`src/rtl/mips_harvard_core.sv`:
```
`default_nettype none
// +----------------------------------------------------------------------------+
// | mips_harvard_core: single-cycle MIPS-I subset CPU, Harvard buses,          |
// | branch delay slot, halts on jump to address 0.                             |
// | Revision: 1.0                                                              |
// +----------------------------------------------------------------------------+
module mips_harvard_core #(
  parameter logic [31:0] RESET_VECTOR = 32'hBFC0_0000
) (
  input  logic        clk,
  input  logic        reset,
  output logic        active,
  output logic [31:0] register_v0,
  input  logic        clk_enable,
  output logic [31:0] instr_address,
  input  logic [31:0] instr_readdata,
  output logic [31:0] data_address,
  output logic        data_write,
  output logic        data_read,
  output logic [31:0] data_writedata,
  input  logic [31:0] data_readdata
);

  localparam logic [5:0] c_OP_SPECIAL = 6'h00, c_OP_J = 6'h02, c_OP_JAL = 6'h03,
                         c_OP_BEQ = 6'h04, c_OP_BNE = 6'h05, c_OP_BLEZ = 6'h06,
                         c_OP_BGTZ = 6'h07, c_OP_ADDIU = 6'h09, c_OP_SLTI = 6'h0A,
                         c_OP_SLTIU = 6'h0B, c_OP_ANDI = 6'h0C, c_OP_ORI = 6'h0D,
                         c_OP_XORI = 6'h0E, c_OP_LUI = 6'h0F, c_OP_LW = 6'h23,
                         c_OP_SW = 6'h2B;

  logic [31:0] r_pc, r_npc;
  logic        r_active, r_halt_pend;
  logic [31:0] r_gpr [0:31];

  logic [5:0]  w_op, w_funct;
  logic [4:0]  w_rs, w_rt, w_rd, w_shamt, w_sh;
  logic [15:0] w_imm;
  logic [31:0] w_sext, w_zext, w_rs_val, w_rt_val, w_pc4, w_br_target;
  logic        w_commit, w_we, w_taken, w_is_lw, w_is_sw;
  logic [4:0]  w_waddr;
  logic [31:0] w_wdata, w_target;

  assign w_op     = instr_readdata[31:26];
  assign w_rs     = instr_readdata[25:21];
  assign w_rt     = instr_readdata[20:16];
  assign w_rd     = instr_readdata[15:11];
  assign w_shamt  = instr_readdata[10:6];
  assign w_funct  = instr_readdata[5:0];
  assign w_imm    = instr_readdata[15:0];
  assign w_sext   = {{16{w_imm[15]}}, w_imm};
  assign w_zext   = {16'h0000, w_imm};
  assign w_rs_val = r_gpr[w_rs];
  assign w_rt_val = r_gpr[w_rt];
  assign w_pc4    = r_pc + 32'd4;
  assign w_br_target = w_pc4 + {w_sext[29:0], 2'b00};
  // Variable shifts (SLLV/SRLV/SRAV) are the funct codes with bit 2 set.
  assign w_sh     = w_funct[2] ? w_rs_val[4:0] : w_shamt;
  assign w_commit = clk_enable & r_active;

  always_comb begin
    w_we     = 1'b0;
    w_waddr  = w_rt;
    w_wdata  = '0;
    w_taken  = 1'b0;
    w_target = w_br_target;
    w_is_lw  = 1'b0;
    w_is_sw  = 1'b0;
    case (w_op)
      c_OP_SPECIAL: begin
        w_we    = 1'b1;
        w_waddr = w_rd;
        case (w_funct)
          6'h21: w_wdata = w_rs_val + w_rt_val;
          6'h23: w_wdata = w_rs_val - w_rt_val;
          6'h24: w_wdata = w_rs_val & w_rt_val;
          6'h25: w_wdata = w_rs_val | w_rt_val;
          6'h26: w_wdata = w_rs_val ^ w_rt_val;
          6'h27: w_wdata = ~(w_rs_val | w_rt_val);
          6'h2A: w_wdata = {31'd0, $signed(w_rs_val) < $signed(w_rt_val)};
          6'h2B: w_wdata = {31'd0, w_rs_val < w_rt_val};
          6'h00, 6'h04: w_wdata = w_rt_val << w_sh;
          6'h02, 6'h06: w_wdata = w_rt_val >> w_sh;
          6'h03, 6'h07: w_wdata = $signed(w_rt_val) >>> w_sh;
          6'h08: begin
            w_we     = 1'b0;
            w_taken  = 1'b1;
            w_target = w_rs_val;
          end
          6'h09: begin
            w_wdata  = r_pc + 32'd8;
            w_taken  = 1'b1;
            w_target = w_rs_val;
          end
          default: w_we = 1'b0;
        endcase
      end
      c_OP_J: begin
        w_taken  = 1'b1;
        w_target = {w_pc4[31:28], instr_readdata[25:0], 2'b00};
      end
      c_OP_JAL: begin
        w_taken  = 1'b1;
        w_target = {w_pc4[31:28], instr_readdata[25:0], 2'b00};
        w_we     = 1'b1;
        w_waddr  = 5'd31;
        w_wdata  = r_pc + 32'd8;
      end
      c_OP_BEQ:   w_taken = (w_rs_val == w_rt_val);
      c_OP_BNE:   w_taken = (w_rs_val != w_rt_val);
      c_OP_BLEZ:  w_taken = ($signed(w_rs_val) <= 0);
      c_OP_BGTZ:  w_taken = ($signed(w_rs_val) > 0);
      c_OP_ADDIU: begin w_we = 1'b1; w_wdata = w_rs_val + w_sext; end
      c_OP_SLTI:  begin w_we = 1'b1; w_wdata = {31'd0, $signed(w_rs_val) < $signed(w_sext)}; end
      c_OP_SLTIU: begin w_we = 1'b1; w_wdata = {31'd0, w_rs_val < w_sext}; end
      c_OP_ANDI:  begin w_we = 1'b1; w_wdata = w_rs_val & w_zext; end
      c_OP_ORI:   begin w_we = 1'b1; w_wdata = w_rs_val | w_zext; end
      c_OP_XORI:  begin w_we = 1'b1; w_wdata = w_rs_val ^ w_zext; end
      c_OP_LUI:   begin w_we = 1'b1; w_wdata = {w_imm, 16'h0000}; end
      c_OP_LW:    begin w_we = 1'b1; w_wdata = data_readdata; w_is_lw = 1'b1; end
      c_OP_SW:    w_is_sw = 1'b1;
      default:    w_we = 1'b0;
    endcase
  end

  always_ff @(posedge clk or posedge reset) begin
    if (reset) begin
      r_pc        <= RESET_VECTOR;
      r_npc       <= RESET_VECTOR + 32'd4;
      r_active    <= 1'b1;
      r_halt_pend <= 1'b0;
      for (int i = 0; i < 32; i++) r_gpr[i] <= '0;
    end else if (w_commit) begin
      r_npc <= w_taken ? w_target : r_npc + 32'd4;
      // The edge after a jump-to-0 retires the delay slot and stops the core.
      if (r_halt_pend) begin
        r_pc     <= '0;
        r_active <= 1'b0;
      end else begin
        r_pc <= r_npc;
        if (w_taken && (w_target == 32'd0)) r_halt_pend <= 1'b1;
      end
      if (w_we && (w_waddr != 5'd0)) r_gpr[w_waddr] <= w_wdata;
    end
  end

  assign active         = r_active;
  assign register_v0    = r_gpr[2];
  assign instr_address  = r_pc;
  assign data_address   = w_rs_val + w_sext;
  assign data_writedata = w_rt_val;
  assign data_write     = w_is_sw & w_commit & ~reset;
  assign data_read      = w_is_lw & r_active & ~reset;

endmodule
`default_nettype wire

```
`config.mk`:
```
export PLATFORM = sky130hd
export DESIGN_NAME = mips_harvard_core
export DESIGN_NICKNAME = d
export VERILOG_FILES = /design/src/rtl/mips_harvard_core.sv
export SDC_FILE = /design/constraint.sdc
export NUM_CORES = 2
export LEC_CHECK = 0
export BUFFER_PORTS_ARGS = -buffer_cell sky130_fd_sc_hd__buf_2
export CORE_ASPECT_RATIO = 1.75
export CORE_MARGIN = 4
export CORE_UTILIZATION = 60
export DETAILED_ROUTE_END_ITERATION = 8
export PLACE_DENSITY = 0.77
export SLEW_MARGIN = 0
export SYNTH_ARGS = -nofsm -noshare
export SYNTH_HDL_FRONTEND = slang
export SYNTH_SLANG_ARGS = --single-unit
```
`constraint.sdc`:
```
create_clock -name clk -period 60.3 [get_ports clk]
set_input_delay 9.045 -clock clk [delete_from_list [all_inputs] [get_ports clk]]
set_output_delay 9.045 -clock clk [all_outputs]
set_load 0.005 [all_outputs]
```
==> results.py <==
metrics = {
    "outcome": {
        "status": "complete, but fails checks",
        "violations": "DRC, capacitance limit, slew limit",
    },
    "synthesis": {
        "synth_edf_count": 0,
        "ys_async_sr_fraction": 1.00,
        "ys_seq_area_frac": 0.366,
        "syn_nets": 7613,
        "synth.distinct_cells": 108,
        "synthCells": 7311,
        "syn_area_per_cell_um2": 10.2,
        "ys_warn_count": 0,
        "syn-cell-area_um2": 74600,
        "ys_ff_latch": 1090,
        "synthFlopType": "dfrtp_1",
    },
    "clock_network": {
        "cts_made_buffers": 98,
        "clock_sinks": 1090,
        "holdBufCountCts": 0,
        "cts_max_level": 3,
        "tritoncts": "done",
        "cts_setup_buffers": 0,
        "cts_buffer_depth": 3,
        "clockRootBuffer": "clkbuf_16",
        "cts.clk_slew.worst_paths_ps": 70,
        "clock_latency_ps": 760,
        "cts_resized": 0,
    },
    "cells_and_area": {
        "instances_no_fill": 8922,
        "final-seq-area_um2": 27300,
        "drive_gt1_frac": 0.241,
        "final.fill_count": 9464,
        "multi_input_area_um2": 43900,
        "finish.net_count": 7455,
        "area_growth_pct": 7.91,
    },
    "drt": {
        "drt_first_pass_iters": 9,
        "wirelength_mm": 360,
        "postRouteAntennaNets": 0,
        "post_drt_wl_per_cell_um": 40.3,
        "vias": 69900,
        "drt_iter0_markers": 11100,
        "drc": 38,
        "via_per_inst": 7.83,
    },
    "global_route": {
        "grt_pass1_vias": 68700,
        "grt_max_degree": 182,
        "grt_usage": 0.559,
        "antenna_found_initial": 59,
        "grt_pass1_wl_mm": 514,
        "grt_overflow": 0,
    },
    "setup_path": {
        "crit_family": "buffers and inverters",
        "r2r-end": "r_gpr[506]$_DFFE_PP0P_",
        "r2r-start": "r_gpr[687]$_DFFE_PP0P_",
        "r2r_setup_slack_ps": 52380,
        "cp_num_buf_inv": 8,
        "path_class": "primary input to primary output",
        "cpPeakStageDelay_ps": 910,
        "cp_common_cell": "buf_4",
        "worstPathMaxFanout": 101,
        "crit_required_ps": 51250,
        "start_kind": "primary input",
        "cpMaxStageDelayCell": "buf_4",
        "worstSetupPathDepth": 23,
        "cp.arrival_ps": 17540,
        "path_cells": "buf_8 -> buf_4 -> buf_4 -> buf_4 -> mux2i_1 -> a21oi_1 -> nand3_1 -> nand4_1 -> buf_4 -> inv_1 -> ha_1 -> o21ai_0 -> o21ai_0 -> a21oi_1 -> a31oi_1 -> a221oi_1 -> o31ai_1 -> buf_4 -> a221oi_1 -> o21bai_1 -> a21oi_1 -> xor2_1 -> buf_2",
        "endpoint": "data_address[29]",
        "r2r_cells": 16,
        "cp-end-kind": "primary output",
        "setup.worst_path.start": "instr_readdata[22]",
    },
    "timing": {
        "setup_tns_ps": 0,
        "fin_ws_ps": 33710,
        "finalCritPeriodShare": 0.441,
        "worst_slew_pin_slew_ps": 1660,
        "skew_ps": 86.9,
        "min_period_ps": 26590,
        "rsz0062_at_grt": "false",
        "slew_headroom": -0.109,
        "hold_viol": 0,
        "slew_viol_final": 14,
        "fmax_mhz": 37.6,
        "setup_viol": 0,
    },
    "floorplanning": {
        "die_area_um2": 130000,
        "rows": 170,
        "io_pins": 198,
        "die_w_um": 275,
        "core_area_um2": 123000,
        "die_h_um": 474,
        "start_util": 0.606,
    },
    "run": {
        "drv_cap": 6,
    },
    "placed_design": {
        "pre_cts_ws_ps": 34220,
        "gp_congestion": 1.09,
        "hpwl_mm": 242,
        "dp_cells": 8676,
        "port_buffers": 197,
    },
    "power_and_ir_drop": {
        "power_density_nw_per_um2": 21.5,
        "ir_drop_uv": 27.1,
        "p_leak_nw": 36.1,
        "total_power_w": 0.00173,
    },
    "min_path": {
        "worstHoldPathType": "flip-flop to flip-flop",
    },
}
## final cells by class
type / instances / share of cell area
clock inverters: 45 / 0.00752
inverters: 172 / 0.00811
well taps: 1634 / 0.0254
diodes: 55 / 0.00171
flip-flops and latches: 1090 / 0.339
clock buffers: 135 / 0.0350
repair buffers: 459 / 0.0383
multi-input cells: 5332 / 0.545
## cell usage in the layout, fill, tap and decap left out, types with 43 or more instances in the layout
master,synthesis,final
buf_4,60,251
a22oi_1,222,221
diode_2,0,55
mux2_2,523,523
nor3_1,81,78
and3_1,59,58
ha_1,231,230
a22o_1,57,57
a221oi_1,46,43
o22ai_1,53,53
o21ai_1,47,45
nand3_1,146,146
nand4_1,55,55
a31oi_1,65,63
inv_1,160,159
xnor2_1,103,102
nor2_1,326,320
a211oi_1,53,51
o211ai_1,54,54
clkbuf_16,0,98
mux2i_1,448,448
a21o_1,44,43
o21ai_0,583,580
buf_2,122,192
dfrtp_1,1070,1070
mux4_2,381,381
a21oi_1,327,319
nand2_1,809,780
## worst min-delay path by stage
stage                             from                      end  slack [ps]  depth (start not counted)
2_1_floorplan  r_gpr[1016]$_DFFE_PP0P_  r_gpr[1016]$_DFFE_PP0P_         440                          1
3_3_place_gp   r_gpr[1004]$_DFFE_PP0P_  r_gpr[1004]$_DFFE_PP0P_         380                          0
3_5_place_dp   r_gpr[1012]$_DFFE_PP0P_  r_gpr[1012]$_DFFE_PP0P_         390                          0
4_1_cts        r_gpr[1012]$_DFFE_PP0P_  r_gpr[1012]$_DFFE_PP0P_         400                          0
5_1_grt        r_gpr[1014]$_DFFE_PP0P_  r_gpr[1014]$_DFFE_PP0P_         420                          0
6_report       r_gpr[1012]$_DFFE_PP0P_  r_gpr[1012]$_DFFE_PP0P_         400                          0
## layer usage
layer  up-vias  part of all wire  GRT usage
met1     33900              0.29      0.561
met4        14              0.14      0.586
met3      2598              0.13      0.279
li1      26900                 -          -
met2      6390              0.44      0.803
met5         -           0.00042     0.0244
## synth_stat cells (all sizes together) (10+ instances only)
master   number  share of area
dfrtp      1070           0.36
nand2       810          0.041
o21ai       661          0.046
mux2        523          0.079
clkbuf      468          0.024
mux2i       448          0.060
mux4        385           0.12
a21oi       327          0.022
nor2        326          0.016
buf         249          0.022
ha          231          0.039
a22oi       223          0.023
inv         170         0.0086
nand3       147         0.0099
xnor2       103          0.012
nor3         86         0.0061
a31oi        65         0.0055
and3         60         0.0051
a22o         57         0.0067
nand4        56         0.0048
a211oi       55         0.0057
o211ai       55         0.0056
o22ai        53         0.0044
a221oi       50         0.0062
a21o         44         0.0044
xor2         43         0.0050
o221ai       38         0.0045
o21bai       36         0.0036
nor4         34         0.0030
o31ai        32         0.0033
nor2b        31         0.0026
and2         28         0.0023
nand2b       28         0.0023
a2111oi      21         0.0025
dfstp        20         0.0070
or3          18         0.0015
o21a         17         0.0017
or2          17         0.0014
o2111ai      16         0.0019
a221o        15         0.0020
or4          15         0.0016
a222oi       13         0.0017
o311ai       11         0.0013
nand3b       10         0.0010
o211a        10         0.0013
## per-stage QoR
step            util  hold WS (ps)  instance area, µm²
4_1_cts        0.651           401               80200
6_report       0.654           405               80500
5_1_grt        0.653           418               80400
3_5_place_dp   0.623           386               76700
2_1_floorplan      -           441               74600
3_3_place_gp   0.623           380               76700
## kinds of logic (layout without fill, tap and decap cells)
group | Yosys count | after routing | synth area share
simple gates | 1701 | 1701 | 0.103
buf+inv | 889 | 811 | 0.0541
mux | 1356 | 1356 | 0.255
compound gates | 1894 | 1894 | 0.165
flops | 1090 | 1090 | 0.366
other cells | 0 | 55 | 0
xor+xnor | 146 | 146 | 0.0171
fa+ha+maj | 235 | 235 | 0.0398
## power by group
group	leakage, nW	switching, W	internal (W)
Clock	1.67	0.000304	0.000367
Sequential	15.1	0	0.000731
Combinational	19.3	0.000240	0.0000889
Total	36.1	0.000544	0.00119
## state kept, by name (all words and copies together) (netlist names)
register	cells
register_v0	32
r_halt_pend	1
r_npc	32
instr_address	32
active	1
r_gpr	992
## worst reg2reg max path, cell delays in order (launching register included)
cell and delay, ps:
dfrtp_1 420, mux4_2 480, mux4_2 490, o21ai_1 1010, ha_1 590, or4_1 650
nor2_1 710, nand2_1 320, o221ai_1 290, buf_4 230, a2111o_1 250, a41oi_1 130
a211oi_1 230, xnor2_1 190, a211oi_1 510, o211a_1 960, mux2i_1 260
No activity file was read; power rests on OpenSTA's default activity.
